[src/rtl/cmd_pkg.sv]
// rtl/cmd_pkg.sv - opcodes, states, argument counts and reset values for serial_cmd_engine
package cmd_pkg;

  localparam logic [7:0] OP_VERSION  = 8'd0;
  localparam logic [7:0] OP_COINC    = 8'd1;
  localparam logic [7:0] OP_HISTSEL  = 8'd2;
  localparam logic [7:0] OP_ENABLE   = 8'd3;
  localparam logic [7:0] OP_CLKSW    = 8'd4;
  localparam logic [7:0] OP_PHASE0   = 8'd5;
  localparam logic [7:0] OP_SEED     = 8'd6;
  localparam logic [7:0] OP_PRESCALE = 8'd7;
  localparam logic [7:0] OP_ACTCLK   = 8'd8;
  localparam logic [7:0] OP_UPDOWN   = 8'd9;
  localparam logic [7:0] OP_SNAP     = 8'd10;
  localparam logic [7:0] OP_DEAD     = 8'd11;
  localparam logic [7:0] OP_PHASE3   = 8'd12;
  localparam logic [7:0] OP_ROLLING  = 8'd13;
  localparam logic [7:0] OP_READBACK = 8'd14;

  typedef enum logic [2:0] {
    S_IDLE, S_ARGS, S_EXEC, S_PHASE, S_CLKSW, S_SNAP, S_TX, S_TXWAIT
  } state_t;

  localparam logic [7:0]  RST_COINC    = 8'd20;
  localparam logic [7:0]  RST_DEAD     = 8'd50;
  localparam logic [7:0]  RST_HISTSEL  = 8'd0;
  localparam logic        RST_ENABLE   = 1'b0;
  localparam logic        RST_ROLLING  = 1'b1;
  localparam logic [31:0] RST_PRESCALE = 32'hFFFF_FFFF;
  localparam logic [31:0] RST_SEED     = 32'h0;
  localparam logic        RST_UPDOWN   = 1'b1;

  localparam int RB_BYTES = 13;

  // Number of little-endian argument bytes following each opcode.
  function automatic logic [2:0] arg_count(input logic [7:0] op);
    case (op)
      OP_COINC, OP_HISTSEL, OP_DEAD: arg_count = 3'd1;
      OP_SEED, OP_PRESCALE:          arg_count = 3'd4;
      default:                       arg_count = 3'd0;
    endcase
  endfunction

endpackage

[src/rtl/tx_byte_streamer.sv]
// rtl/tx_byte_streamer.sv - reply buffer and byte-by-byte transmit handshake
module tx_byte_streamer
  import cmd_pkg::*;
#(
  parameter int MAXB = 32
) (
  input  logic                    clk,
  input  logic                    reset,
  input  logic                    go,
  input  logic [$clog2(MAXB):0]   len,
  input  logic [MAXB*8-1:0]       data,
  input  logic                    tx_busy,
  output logic                    tx_start,
  output logic [7:0]              tx_data,
  output logic                    done
);

  localparam int IW = $clog2(MAXB);

  state_t            state, state_n;
  logic [MAXB*8-1:0] buffer;
  logic [IW-1:0]     idx;
  logic [IW:0]       last;
  logic              at_last;

  assign at_last = ({1'b0, idx} == last);
  assign tx_data = buffer[{idx, 3'b000} +: 8];

  // State register.
  always_ff @(posedge clk) begin
    if (reset) state <= S_IDLE;
    else       state <= state_n;
  end

  // Handshake sequencing: send when the transmitter is free, then one wait cycle.
  always_comb begin
    state_n  = state;
    tx_start = 1'b0;
    done     = 1'b0;
    case (state)
      S_IDLE:   if (go) state_n = S_TX;
      S_TX: begin
        if (!tx_busy) begin
          tx_start = 1'b1;
          state_n  = S_TXWAIT;
        end
      end
      S_TXWAIT: begin
        if (at_last) begin
          done    = 1'b1;
          state_n = S_IDLE;
        end else begin
          state_n = S_TX;
        end
      end
      default:  state_n = S_IDLE;
    endcase
  end

  // Buffer capture on go and byte index advance after each sent byte.
  always_ff @(posedge clk) begin
    if (reset) begin
      idx  <= '0;
      last <= '0;
    end else if (state == S_IDLE && go) begin
      buffer <= data;
      last   <= len - 1'b1;
      idx    <= '0;
    end else if (state == S_TXWAIT && !at_last) begin
      idx <= idx + 1'b1;
    end
  end

endmodule

[src/rtl/serial_cmd_engine.sv]
// rtl/serial_cmd_engine.sv - serial opcode decoder driving trigger config and PLL controls
module serial_cmd_engine
  import cmd_pkg::*;
#(
  parameter int NHIST      = 8,
  parameter int HISTW      = 32,
  parameter int TIMEOUT    = 1_000_000,
  parameter int SCAN_DIV   = 16,
  parameter int FW_VERSION = 8
) (
  input  logic                   clk,
  input  logic                   reset,
  input  logic                   rx_ready,
  input  logic [7:0]             rx_data,
  input  logic                   tx_busy,
  output logic                   tx_start,
  output logic [7:0]             tx_data,
  input  logic [NHIST*HISTW-1:0] histos,
  output logic                   resethist,
  input  logic                   activeclock,
  output logic [7:0]             coincidence_time,
  output logic [7:0]             dead_time,
  output logic [7:0]             histostosend,
  output logic                   enable_outputs,
  output logic                   dorolling,
  output logic [31:0]            prescale,
  output logic [31:0]            seed,
  output logic                   setseed,
  output logic [2:0]             phasecounterselect,
  output logic                   phaseupdown,
  output logic                   phasestep,
  output logic                   scanclk,
  output logic                   clkswitch,
  output logic [7:0]             err_count
);

  localparam int HBYTES = NHIST * HISTW / 8;
  localparam int MAXB   = (HBYTES > RB_BYTES) ? HBYTES : RB_BYTES;
  localparam int LW     = $clog2(MAXB) + 1;
  localparam int DW8    = MAXB * 8;
  localparam int TW     = $clog2(TIMEOUT + 1);
  localparam int DV     = $clog2(SCAN_DIV + 1);
  localparam logic [7:0] FW_BYTE = 8'(FW_VERSION);

  state_t           state, state_n;
  logic [7:0]       opcode;
  logic [31:0]      arg;
  logic [1:0]       arg_idx;
  logic [TW-1:0]    to_cnt;
  logic [DV-1:0]    div_cnt;
  logic [3:0]       tog_cnt;
  logic [2:0]       sw_cnt;
  logic             scanclk_q, phasestep_q;
  logic             go, done, timed_out, div_end;
  logic [LW-1:0]    len;
  logic [DW8-1:0]   sdata;
  logic [RB_BYTES*8-1:0] rb;

  assign timed_out = (to_cnt == TW'(TIMEOUT - 1));
  assign div_end   = (div_cnt == DV'(SCAN_DIV - 1));
  assign rb = {err_count, seed, prescale,
               {4'b0, phaseupdown, dorolling, activeclock, enable_outputs},
               histostosend, dead_time, coincidence_time};

  // PLL controls drop the moment reset is asserted, not one edge later.
  assign scanclk   = scanclk_q & ~reset;
  assign phasestep = phasestep_q & ~reset;
  assign clkswitch = (state == S_CLKSW) & ~reset;

  tx_byte_streamer #(.MAXB(MAXB)) u_streamer (
    .clk      (clk),
    .reset    (reset),
    .go       (go),
    .len      (len),
    .data     (sdata),
    .tx_busy  (tx_busy),
    .tx_start (tx_start),
    .tx_data  (tx_data),
    .done     (done)
  );

  // State register.
  always_ff @(posedge clk) begin
    if (reset) state <= S_IDLE;
    else       state <= state_n;
  end

  // Next state, reply loading and the histogram clear strobe.
  always_comb begin
    state_n   = state;
    go        = 1'b0;
    len       = '0;
    sdata     = '0;
    resethist = 1'b0;
    case (state)
      S_IDLE: if (rx_ready) state_n = (arg_count(rx_data) != 3'd0) ? S_ARGS : S_EXEC;
      S_ARGS: begin
        if (rx_ready) begin
          if ({1'b0, arg_idx} == arg_count(opcode) - 3'd1) state_n = S_EXEC;
        end else if (timed_out) begin
          state_n = S_IDLE;
        end
      end
      S_EXEC: begin
        case (opcode)
          OP_VERSION: begin
            go = 1'b1; len = LW'(1); sdata = DW8'(FW_BYTE); state_n = S_TX;
          end
          OP_ACTCLK: begin
            go = 1'b1; len = LW'(1); sdata = DW8'({7'b0, activeclock}); state_n = S_TX;
          end
          OP_READBACK: begin
            go = 1'b1; len = LW'(RB_BYTES); sdata = DW8'(rb); state_n = S_TX;
          end
          OP_CLKSW:             state_n = S_CLKSW;
          OP_PHASE0, OP_PHASE3: state_n = S_PHASE;
          OP_SNAP:              state_n = S_SNAP;
          default:              state_n = S_IDLE;
        endcase
      end
      S_PHASE: if (div_end && tog_cnt == 4'd7) state_n = S_IDLE;
      S_CLKSW: if (sw_cnt == 3'd7) state_n = S_IDLE;
      S_SNAP: begin
        resethist = 1'b1;
        go        = 1'b1;
        len       = LW'(HBYTES);
        sdata     = DW8'(histos);
        state_n   = S_TX;
      end
      S_TX:    if (done) state_n = S_IDLE;
      default: state_n = S_IDLE;
    endcase
  end

  // Argument collection, register writes, error counting and sequencer counters.
  always_ff @(posedge clk) begin
    if (reset) begin
      opcode             <= '0;
      arg                <= '0;
      arg_idx            <= '0;
      to_cnt             <= '0;
      div_cnt            <= '0;
      tog_cnt            <= '0;
      sw_cnt             <= '0;
      scanclk_q          <= 1'b0;
      phasestep_q        <= 1'b0;
      coincidence_time   <= RST_COINC;
      dead_time          <= RST_DEAD;
      histostosend       <= RST_HISTSEL;
      enable_outputs     <= RST_ENABLE;
      dorolling          <= RST_ROLLING;
      prescale           <= RST_PRESCALE;
      seed               <= RST_SEED;
      setseed            <= 1'b0;
      phasecounterselect <= 3'b000;
      phaseupdown        <= RST_UPDOWN;
      err_count          <= 8'd0;
    end else begin
      setseed <= 1'b0;
      case (state)
        S_IDLE: begin
          if (rx_ready) begin
            opcode  <= rx_data;
            arg     <= '0;
            arg_idx <= '0;
            to_cnt  <= '0;
          end
        end
        S_ARGS: begin
          if (rx_ready) begin
            arg[{arg_idx, 3'b000} +: 8] <= rx_data;
            arg_idx <= arg_idx + 2'd1;
            to_cnt  <= '0;
          end else if (timed_out) begin
            if (err_count != 8'hFF) err_count <= err_count + 8'd1;
          end else begin
            to_cnt <= to_cnt + 1'b1;
          end
        end
        S_EXEC: begin
          case (opcode)
            OP_COINC:    if (arg[7:0] < 8'd64) coincidence_time <= arg[7:0];
            OP_HISTSEL:  histostosend <= arg[7:0];
            OP_ENABLE:   enable_outputs <= ~enable_outputs;
            OP_SEED: begin
              seed    <= arg;
              setseed <= 1'b1;
            end
            OP_PRESCALE: prescale <= arg;
            OP_UPDOWN:   phaseupdown <= ~phaseupdown;
            OP_DEAD:     dead_time <= arg[7:0];
            OP_ROLLING:  dorolling <= ~dorolling;
            OP_CLKSW:    sw_cnt <= '0;
            OP_PHASE0, OP_PHASE3: begin
              phasecounterselect <= (opcode == OP_PHASE0) ? 3'b000 : 3'b011;
              phasestep_q        <= 1'b1;
              scanclk_q          <= 1'b0;
              div_cnt            <= '0;
              tog_cnt            <= '0;
            end
            OP_VERSION, OP_ACTCLK, OP_SNAP, OP_READBACK: ;
            default: if (err_count != 8'hFF) err_count <= err_count + 8'd1;
          endcase
        end
        S_PHASE: begin
          if (div_end) begin
            div_cnt   <= '0;
            scanclk_q <= ~scanclk_q;
            tog_cnt   <= tog_cnt + 4'd1;
            if (tog_cnt == 4'd5) phasestep_q <= 1'b0;
          end else begin
            div_cnt <= div_cnt + 1'b1;
          end
        end
        S_CLKSW: sw_cnt <= sw_cnt + 3'd1;
        default: ;
      endcase
    end
  end

endmodule
[config.mk]
export PLATFORM = sky130hd
export DESIGN_NAME = serial_cmd_engine
export DESIGN_NICKNAME = d
export VERILOG_FILES = /design/src/rtl/cmd_pkg.sv /design/src/rtl/tx_byte_streamer.sv /design/src/rtl/serial_cmd_engine.sv
export SDC_FILE = /design/constraint.sdc
export NUM_CORES = 1
export LEC_CHECK = 0
export ABC_CLOCK_PERIOD_IN_PS = 22300
export CORE_ASPECT_RATIO = 0.8
export CORE_MARGIN = 2
export CORE_UTILIZATION = 56
export DETAILED_ROUTE_END_ITERATION = 8
export GPL_ROUTABILITY_DRIVEN = 1
export GPL_TIMING_DRIVEN = 1
export PLACE_DENSITY_LB_ADDON = 0.05
export SLEW_MARGIN = 20
export SYNTH_ARGS = -nofsm -noshare
export SYNTH_HDL_FRONTEND = slang
export SYNTH_SLANG_ARGS = --single-unit
[constraint.sdc]
create_clock -name clk -period 22.3 [get_ports clk]
set_input_delay 4.46 -clock clk [delete_from_list [all_inputs] [get_ports clk]]
set_output_delay 4.46 -clock clk [all_outputs]
set_load 0.01 [all_outputs]
# Word level (Yosys, flattened, before mapping)

Cells that the tools add are included.

Register bits after elaboration: 452
Input port bits: 269
Bits in read-only memories: 0
Memories kept: 0
Bits in latches: 0
Output and inout bits: 116
Logic and storage cells: 206
Bits in writable memories: 0

$lt $le $gt $ge: 1
Add/sub/neg operators: 10
Reductions and logical operators: 42
Bitwise gates (word level): 9
Multiply operators: 0
Multiplexer cells: 64
Equality and inequality tests: 52
Div/mod/pow operators: 0
Shifts and indexed selects: 3

Operator list:

| cell                                                  | number |
|---|---|
| one-hot mux 256 bit (2 select lines)                  | 1 |
| one-hot mux 104 bit (3 select lines)                  | 1 |
| variable part select 256 x 9 -> 8 bit                 | 1 |
| equality test 8 x 4 -> 1 bit (second input constant)  | 8 |
| 2-to-1 mux 32 bit                                     | 2 |
| one-hot mux 32 bit (2 select lines)                   | 1 |
| 2-to-1 mux 20 bit                                     | 3 |
| equality test 8 x 3 -> 1 bit (second input constant)  | 6 |
| 2-to-1 mux 3 bit                                      | 15 |
| one-hot mux 20 bit (2 select lines)                   | 1 |
| bitwise mux 32 bit                                    | 1 |
| 2-to-1 mux 8 bit                                      | 4 |
| variable shift 8 x 7 -> 32 bit (first input constant) | 1 |
| variable part select 8 x 7 -> 32 bit                  | 1 |
| AND reduction 2 bit                                   | 13 |
| equality test 8 x 2 -> 1 bit (second input constant)  | 3 |
| != test 2 bit (second input constant)                 | 12 |
| one-hot mux 3 bit (7 select lines)                    | 1 |
| adder 20 x 1 -> 20 bit (second input constant)        | 1 |
| equality test 20 bit (second input constant)          | 1 |
| equality test 3 bit (second input constant)           | 6 |
| one-hot mux 3 bit (2 select lines)                    | 3 |
| equality test 8 x 1 -> 1 bit (second input constant)  | 2 |
| one-hot mux 4 bit (2 select lines)                    | 2 |
| 43 further kinds                                      | 91 |

# Longest topological paths before layout

Gate-level depths: netlist (run 1).

Depth after elaboration: 10
Gate-level depth with buffers: 10

# Hierarchy

A second synthesis (run 1) with hierarchy kept.

Cell total of the unflattened synthesis: 1724
Area, all modules: 19932.9 um^2

By module, submodules not included:

| module            | cells each | area an instance (um^2) | instances |
|---|---|---|---|
| tx_byte_streamer  | 509        | 10453.8                 | 1 |
| serial_cmd_engine | 1215       | 9479.1                  | 1 |

# Least setup slack after synthesis (run 1)

OpenSTA, ideal clock, no wires.

Kind: in2reg
Start: in reset
End: reg u_streamer.last[1]
Buffers on the path: 1
Stages on the path: 4
Arrival: 10.393 ns
Setup slack: 11.829 ns
Setup time: 0.078 ns
Data required time: 22.222 ns
Path through: clkbuf_1 -> nand2b_1 -> inv_1 -> a22o_1

RTL lines:

| element              | RTL line                | source |
|---|---|---|
| start, declared      | serial_cmd_engine.sv:12 | `input logic reset,` |
| end signal, assigned | tx_byte_streamer.sv:67  | `last <= len - 1'b1;` |
| end, declared        | tx_byte_streamer.sv:23  | `logic [IW:0] last;` |

# Worst setup path after layout (run 1)

Start: in tx_busy
End: out tx_start

Longest elaborated chain between the ends: 2

Ends and longest elaborated chain:

| element          | RTL line                | source |
|---|---|---|
| start, declared  | serial_cmd_engine.sv:15 | `input logic tx_busy,` |
| 2-to-1 mux 1 bit | tx_byte_streamer.sv:43  | `if (!tx_busy) begin` |
| 2-to-1 mux 1 bit | tx_byte_streamer.sv:40  | `case (state)` |
| end, declared    | serial_cmd_engine.sv:16 | `output logic tx_start,` |

No other way between the ends.

==> metrics, run 1 <==
status=finished, final reports clean; largest delay contributor family on the critical path=buffers and inverters; fin crit share=45.8%; share of cells above drive strength 1=9.79%; Vias=14.6k; dpl ws=12.13 ns; GP Congestion=0.910; H-tree Lvls=2; Top Ports=385; fin nets=2,209; leading area contributor after synthesis=edfxtp_1; largest net degree at the start of global routing=259; RSZ-0062 raised after global routing=no; Syn Nets=1,883; dpl hpwl=40,700 um; ys flop type=edfxtp_1; Slew Viols, Final=0; number of CTS-inserted buffers=45; core area=0.0347 mm^2; setup violation total in the final timing report=0; DP Area=0.0237 mm^2; first-pass GRT wire length=84,500 um; Final min period=10.21 ns; top cells by count, synth=edfxtp_1 (256), dfxtp_1 (192), nand2_1 (187); unique cell type count in the Yosys netlist=68; Sw Pwr=0.441 mW; post-route cell area=0.0254 mm^2; FF+latch count, synth=448; Starting Density=56.7%; final worst slack=12.09 ns; gr ovfl total=0; Reg power frac=49.5%; Area Growth Syn to Fin=28.9%; TritonRoute pass-1 iters=5; Seq/Total Area, Yosys=58.6%; Num Clock Sinks=448; Setup TNS=0 ns; Hold Buf Count CTS=0; logic gate share of total power=9.5%; kind of end point of the critical path=primary output; Critical Path Max Stage Delay=0.60 ns; FFs w/ async S/R, synth=0%; EDFF count, synth=256; clock root cell=clkbuf_16; critical path cell sequence=clkdlybuf4s50_1 > nor3b_1 > clkdlybuf4s50_1; critical path type=in2out; top cell type's share of synthesized area=39.1%; Switching Fraction=22.8%; die height=172 um; WP data arrival=5.75 ns; Int Power=1.49 mW; gr usage total=31.7%; top cells by area, synth=edfxtp_1 (39%), dfxtp_1 (20%), mux4_2 (9.2%); CP required=17.84 ns; CP Max Fanout=2; crit-path most repeated cell=clkdlybuf4s50_1; Slew HR=26.3%; Post-CTS Repair Setup Buffers=0; clock latency at the later pin of the worst-skew pair=0.57 ns; Post-Syn Area=0.0197 mm^2; Clock power frac=41.0%; starting DRC count in detailed routing=1,802; Tightest Pin Transition=1.11 ns; CTS Buffer Depth=3; HP Class=reg2reg; num rows=61; Leak=8.45 nW; cell with the most instances after synthesis=edfxtp_1; DRC=0; post-CTS resize count=0; CTS tree=built; Total Wirelength=59,100 um; IO Port Bufs=383; maxcap violations=0; Hold Vio Cnt, Final=0; YS warnings=0; Buf/Inv on CP=2; WL per Instance=24.2 um; Post-Syn Instances=1,600; vias per std cell=6.00; die width=214 um; achievable frequency=97.9 MHz; area of the die=0.0366 mm^2; post-layout util=73.2%; Power Dens Cells=76.3 mW/mm^2; Mean Syn Cell Area=12.3 um^2; clock skew=0.0263 ns; initial antenna violation count=11; clk slew on worst S/H paths=0.06 ns; vias in the first global route=13.5k; crit start category=input port; worst vdd ir=54.2 uV; Routed Antenna Nets=0; Worst path slowest cell=clkdlybuf4s50_1
-- metal layers --
metal  GRT usage, %  vias to the layer above  share of wire [%]
met3           5.99                      103                 10
met1           46.6                     7171                 42
met4           9.42                        6                2.5
li1               -                     6562                  -
met2           48.2                      783                 46
met5              0                        -              0.079
-- worst reg2reg max path, stage by stage, from the launching register on --
cell and delay [ns]:
dfxtp_1 0.64, nor3b_2 0.46, o2111a_1 0.35, nor2_1 0.09, nor3_1 0.41, nand2b_1 0.31, clkinv_8 0.67, buf_6 0.82
-- power by group through the flow --
| stage | Combinational (mW) | Sequential, mW | Clock [mW] |
|---|---|---|---|
| 2_1_floorplan | 0.0947 | 0.970 | 0 |
| 6_report | 0.183 | 0.959 | 0.793 |
| 4_1_cts | 0.181 | 0.958 | 0.799 |
| 3_5_place_dp | 0.180 | 0.975 | 0 |
| 3_3_place_gp | 0.177 | 0.973 | 0 |
| 5_1_grt | 0.194 | 0.963 | 0.833 |
-- path summary, 6_finish.rpt --
path	startpoint	to	slack, ns	depth (start not counted)
setup / recovery	tx_busy	tx_start	12.09	3
hold / removal	div_cnt[4]	div_cnt[4]	0.47	2
setup reg to reg	state[1]	u_streamer.buffer[103]	18.13	7
hold reg to reg	div_cnt[4]	div_cnt[4]	0.47	2
-- registers in the layout, summed over array words and instances, names as in the netlist, 20 cells and up --
signal / flops
arg: 32
u_streamer.buffer: 256
seed: 32
to_cnt: 20
prescale: 32
-- area by class of cell --
| cell class | instances | area, um^2 |
|---|---|---|
| diodes | 5 | 12.5 |
| repair buffers | 397 | 3960 |
| clock inverters | 11 | 111 |
| multi-input cells | 1022 | 7610 |
| well taps | 472 | 591 |
| flip-flops and latches | 448 | 11500 |
| inverters | 12 | 57.6 |
| fillers | 2372 | 9300 |
| clock buffers | 72 | 1470 |
-- layout by cell type, fill, tap and decap left out, types with 4 or more instances in the layout --
cell and instances:
xor2_1 25, clkdlybuf4s50_1 382, mux2i_1 13, mux2_2 9
clkbuf_16 52, o21ai_1 4, clkinv_2 6, a22oi_1 34
and2_1 157, xnor2_1 13, edfxtp_1 256, mux4_2 80
a21oi_1 68, dfxtp_1 190, and3_1 13, nor3_1 15
clkbuf_8 9, nor2b_1 10, diode_2 5, ha_1 14
a22o_1 102, a31oi_1 6, and4_1 8, clkbuf_1 10
a211o_1 5, nand3_1 22, nand2b_1 6, nand2_1 187
nand3b_1 32, nor3b_1 9, nor2_1 111, o21ai_0 6
buf_4 11, nand4_1 13, or3_1 4, inv_1 10
-- cells by family (layout without fill, tap and decap cells) --
family          Yosys count  after routing  synth area share, %
fa+ha+maj                14             14                0.891
simple gates            613            613                 16.2
other cells               1              6               0.0191
mux                     102            102                 10.3
compound gates          254            254                 9.50
buf+inv                 130            492                 2.74
flops                   448            448                 58.6
xor+xnor                 38             38                 1.69
-- metrics by stage --
stage | instances | total power [mW] | hold slack [ns]
4_1_cts | 2434 | 1.94 | 0.471
3_3_place_gp | 2351 | 1.15 | 0.432
2_1_floorplan | 1600 | 1.06 | 0.418
3_5_place_dp | 2351 | 1.15 | 0.456
6_report | 2439 | 1.94 | 0.473
5_1_grt | 2438 | 1.99 | 0.482
Note: power is estimated with default switching activity, not from simulation.
==> run 2, diff against run 1 <==
--- a/config.mk
+++ b/config.mk
@@ -5,10 +5,10 @@
 export SDC_FILE = /design/constraint.sdc
 export NUM_CORES = 1
 export LEC_CHECK = 0
-export ABC_CLOCK_PERIOD_IN_PS = 22300
+export ABC_CLOCK_PERIOD_IN_PS = 9200
 export CORE_ASPECT_RATIO = 0.8
 export CORE_MARGIN = 2
-export CORE_UTILIZATION = 56
+export CORE_UTILIZATION = 47
 export DETAILED_ROUTE_END_ITERATION = 8
 export GPL_ROUTABILITY_DRIVEN = 1
 export GPL_TIMING_DRIVEN = 1
==> constraint.sdc (replaced) <==
create_clock -name clk -period 9.2 [get_ports clk]
set_input_delay 1.84 -clock clk [delete_from_list [all_inputs] [get_ports clk]]
set_output_delay 1.84 -clock clk [all_outputs]
set_load 0.01 [all_outputs]
==> run 2 against run 1 <==
Effect of this change: clock power up 130%; non-clock buffer count rose by 3; cell area down 0.20%; die area up 19%; worst hold slack worse by 0.021 ns; combinational power is 140% higher; via count grew 0.66%; critical path depth grew 2; critical path type is now reg2out; largest power group unchanged.
==> metrics, run 2 (synthesis results as in run 1) <==
Slew HR=27.2%; IO Port Bufs=383; Setup TNS=0 ns; vias in the first global route=14.2k; clock skew=0.0223 ns; Power Dens Cells=182 mW/mm^2; CTS Buffer Depth=3; number of CTS-inserted buffers=45; status=finished, final reports clean; post-route cell area=0.0253 mm^2; Layout Cells excl Fill=2,517; setup violation total in the final timing report=0; initial antenna violation count=10; DRC=0; critical path cell sequence=buf_4 > mux4_2 > mux4_2 > mux2_2 > clkdlybuf4s50_1; commonest non-fill, non-tap cell in the layout=clkdlybuf4s50_1; HP Class=reg2reg; WL per Instance=26.1 um; crit start category=register; DP Area=0.0238 mm^2; CP Max Fanout=44; Post-CTS Repair Setup Buffers=0; gr ovfl total=0; critical path type=reg2out; share of cells above drive strength 1=9.41%; Top Ports=385; GP Congestion=0.905; WP data arrival=3.96 ns; post-CTS resize count=0; fin crit share=63.0%; CP required=7.36 ns; gr usage total=29.9%; num rows=66; Largest register FFs=256; most frequent cells in the layout=clkdlybuf4s50_1 (382), edfxtp_1 (256), dfxtp_1 (190); maxcap violations=0; Worst path slowest cell=buf_4; starting DRC count in detailed routing=1,901; Routed Antenna Nets=0; Vias=14.7k; clock root cell=clkbuf_16; largest net degree at the start of global routing=175; Critical Path Max Stage Delay=0.74 ns; first-pass GRT wire length=95,400 um; kind of end point of the critical path=primary output; Area Growth Syn to Fin=28.7%; TritonRoute pass-1 iters=5; Total Wirelength=65,600 um; Slew Viols, Final=0; Tightest Pin Transition=1.09 ns; Biggest register=u_streamer.buffer; Hold Buf Count CTS=0; Hold Vio Cnt, Final=0; clock latency at the later pin of the worst-skew pair=0.56 ns; Num Clock Sinks=448; core area=0.0410 mm^2; achievable frequency=172 MHz; crit-path most repeated cell=mux4_2; worst vdd ir=156 uV; clk slew on worst S/H paths=0.06 ns; fin nets=2,212; Cells after DPL=2,426; RSZ-0062 raised after global routing=no; Leak=8.38 nW; vias per std cell=5.85; die width=233 um; Starting Density=48.0%; Final min period=5.80 ns; H-tree Lvls=2; dpl hpwl=46,900 um; CTS tree=built; area of the die=0.0435 mm^2; die height=187 um
==> run 2: cell count changes in the layout (fill, tap and decap cells not counted), moves of 2 or more <==
cell,delta
clkbuf_1,+3
clkinv_1,+7
clkinvlp_2,+3
clkbuf_8,-6
clkbuf_16,-5
buf_4,+7
buf_6,-3
diode_2,+2
==> run 2: power by group <==
group	total, mW	internal (mW)	switching, mW	leakage (nW)
clock network	1.82	1.04	0.774	0.699
logic	0.436	0.212	0.225	4.03
registers	2.35	2.26	0.0886	3.64
==> run 2: final timing paths <==
check             slack (ns)                    end         startpoint  depth (start not counted)
setup reg to reg        4.93  u_streamer.buffer[33]           state[0]                          7
hold / removal          0.45             div_cnt[4]         div_cnt[4]                          2
hold reg to reg         0.45             div_cnt[4]         div_cnt[4]                          2
setup / recovery        3.40             tx_data[3]  u_streamer.idx[0]                          5
==> run 2: final cells by class <==
| class | instances | area, um^2 |
|---|---|---|
| clock inverter | 21 | 174 |
| inverter | 12 | 57.6 |
| timing repair buffer | 400 | 3960 |
| multi-input combinational | 1022 | 7610 |
| tap | 544 | 681 |
| antenna | 7 | 17.5 |
| sequential | 448 | 11500 |
| clock buffer | 63 | 1270 |
| fill | 3330 | 15700 |
==> run 2: per-layer routing <==
| metal | part of all wire, % | vias to the layer above | global-route usage [%] |
|---|---|---|---|
| met4 | 1.9 | 4 | 6.57 |
| li1 | - | 6563 | - |
| met2 | 44 | 752 | 43.2 |
| met5 | 0.041 | - | 0 |
| met3 | 12 | 86 | 10.2 |
| met1 | 42 | 7316 | 43.7 |
==> run 2: critical path: cells and delay by family, from the launching register on <==
kind	cells	cell delay, ns
multiplexers	3	1.47
buffers and inverters	2	1.23
flip-flops	1	0.64
==> run 2: per-stage QoR <==
stage	setup slack, ns	hold slack, ns	util [%]	power, mW
floorplan	1.35	0.418	-	2.58
global placement	3.97	0.432	58.2	2.81
detailed placement	3.95	0.435	58.2	2.81
CTS	3.35	0.447	61.7	4.61
global route	3.18	0.479	61.8	4.74
finish	3.40	0.452	61.8	4.60
==> run 3, diff against run 2 <==
--- a/config.mk
+++ b/config.mk
@@ -5,10 +5,10 @@
 export SDC_FILE = /design/constraint.sdc
 export NUM_CORES = 1
 export LEC_CHECK = 0
-export ABC_CLOCK_PERIOD_IN_PS = 9200
+export ABC_CLOCK_PERIOD_IN_PS = 5650
 export CORE_ASPECT_RATIO = 0.8
 export CORE_MARGIN = 2
-export CORE_UTILIZATION = 47
+export CORE_UTILIZATION = 52
 export DETAILED_ROUTE_END_ITERATION = 8
 export GPL_ROUTABILITY_DRIVEN = 1
 export GPL_TIMING_DRIVEN = 1
==> constraint.sdc (replaced) <==
create_clock -name clk -period 5.65 [get_ports clk]
set_input_delay 1.13 -clock clk [delete_from_list [all_inputs] [get_ports clk]]
set_output_delay 1.13 -clock clk [all_outputs]
set_load 0.01 [all_outputs]
==> run 3 against run 2 <==
Effect of this change: sequential power grew 63%; clock skew barely moved; sequential cell count did not move; count of clock-buffer cells in the layout down 2; non-clock buffer count unchanged; wire length down 2.2%; via count is 0.26% higher; clock power increased by 78%; utilization is 6.8 points higher; largest power group unchanged.
==> metrics, run 3 (synthesis results as in run 1) <==
Register-to-Register Path Depth=8; H-tree Lvls=2; Clock power frac=41.7%; Largest register FFs=256; TritonRoute pass-1 iters=5; Slew HR=16.2%; worst vdd ir=209 uV; Power Dens Cells=305 mW/mm^2; Vias=14.8k; post-CTS resize count=0; die height=178 um; Pwr Total=7.77 mW; Reg2Reg Setup Slack=1.66 ns; critical path type=reg2out; area of the die=0.0394 mm^2; dpl hpwl=46,100 um; CTS Buffer Depth=3; clock root cell=clkbuf_16; maxcap violations=0; initial antenna violation count=7; core area=0.0371 mm^2; Leak=8.48 nW; WL per Instance=26.1 um; Layout Cells excl Fill=2,459; HP Class=reg2reg; achievable frequency=208 MHz; most frequent cells in the layout=clkdlybuf4s50_1 (382), edfxtp_1 (256), dfxtp_1 (190); fin crit share=85.0%; worst hold start=div_cnt[4]; Reg-to-Reg End=u_streamer.buffer[236]; Reg2Reg Launch Point=opcode[7]; RSZ-0062 raised after global routing=no; final worst slack=0.847 ns; WP data arrival=3.67 ns; vias in the first global route=14.2k; share of cells above drive strength 1=10.0%; crit start category=register; kind of end point of the critical path=primary output; Switching Fraction=23.0%; Biggest register=u_streamer.buffer; CP Max Fanout=35; post-layout util=68.6%; fin nets=2,213; IO Port Bufs=383; Total Wirelength=64,100 um; CTS tree=built; setup violation total in the final timing report=0; Num Clock Sinks=448; first-pass GRT wire length=92,400 um; Post-CTS Repair Setup Buffers=0; Tightest Pin Transition=1.26 ns; Worst Hold End=div_cnt[4]; Final min period=4.80 ns; GP Congestion=0.928; Hold Path Cell Cnt=2; Sw Pwr=1.78 mW; commonest non-fill, non-tap cell in the layout=clkdlybuf4s50_1; vias per std cell=6.00; largest net degree at the start of global routing=260; Top Ports=385; gr ovfl total=0; DRC=0; Hold Vio Cnt, Final=0; number of filler cells placed in the layout=2,770; clock skew=0.0222 ns; die width=221 um; status=finished, final reports clean; Int Power=5.99 mW; Cells after DPL=2,369; starting DRC count in detailed routing=1,798; gr usage total=32.1%; dpl ws=1.39 ns; clk slew on worst S/H paths=0.06 ns; num rows=63; Reg power frac=49.2%; number of CTS-inserted buffers=46; Slew Viols, Final=0; Setup TNS=0 ns; Starting Density=53.0%; clock latency at the later pin of the worst-skew pair=0.57 ns; logic gate share of total power=9.1%; Hold Buf Count CTS=0; Routed Antenna Nets=0; Area Growth Syn to Fin=29.5%; CP required=4.52 ns
[run 3: changes by cell type in the layout (fill, tap and decap cells not counted), sizes merged]
cell      change
clkbuf        -2
diode         -3
clkinv        +1
clkinvlp      -1
bufinv        +4
[run 3: area by class of cell]
type                    instances  area, um^2  share of cell area (%)
inverters                      12        48.8                   0.192
repair buffers                400        4000                    15.7
multi-input cells            1022        7630                    30.0
clock buffers                  61        1310                    5.16
diodes                          4        10.0                  0.0393
clock inverters                25         312                    1.22
well taps                     487         609                    2.39
flip-flops and latches        448       11500                    45.3
[run 3: metrics by stage]
stage          cell area, um^2  hold slack (ns)
3_3_place_gp             23800            0.431
3_5_place_dp             23800            0.437
2_1_floorplan            19700            0.418
5_1_grt                  25500            0.458
4_1_cts                  25400            0.448
6_report                 25500            0.444
[run 3: metal layers]
layer / share of wire, % / vias to the layer above / global-route usage, %
li1: - / 6573 / -
met3: 11 / 113 / 9.50
met4: 3.0 / 2 / 10.9
met5: 0.025 / - / 0
met2: 46 / 828 / 49.1
met1: 40 / 7244 / 44.2
[run 3: worst max-delay path: stages, from the launching register on]
cell and delay, ns:
dfxtp_4 0.79, buf_4 0.45, mux4_2 0.57, mux4_2 0.48, mux2_2 0.31, clkdlybuf4s50_1 0.49
[run 3: how the worst max path moves through the flow]
stage | start | to | depth (start not counted)
finish | u_streamer.idx[0] | tx_data[1] | 5
global route | u_streamer.idx[0] | tx_data[1] | 5
CTS | u_streamer.idx[0] | tx_data[1] | 5
detailed placement | u_streamer.idx[0] | tx_data[1] | 5
global placement | u_streamer.idx[0] | tx_data[0] | 5
floorplan | reset | u_streamer.buffer[0] | 3
[run 3: power by group through the flow]
stage / Combinational [mW] / Sequential [mW] / Clock, mW
6_report: 0.708 / 3.82 / 3.24
5_1_grt: 0.750 / 3.83 / 3.40
4_1_cts: 0.701 / 3.81 / 3.27
3_5_place_dp: 0.695 / 3.88 / 0
3_3_place_gp: 0.685 / 3.88 / 0
2_1_floorplan: 0.377 / 3.81 / 0
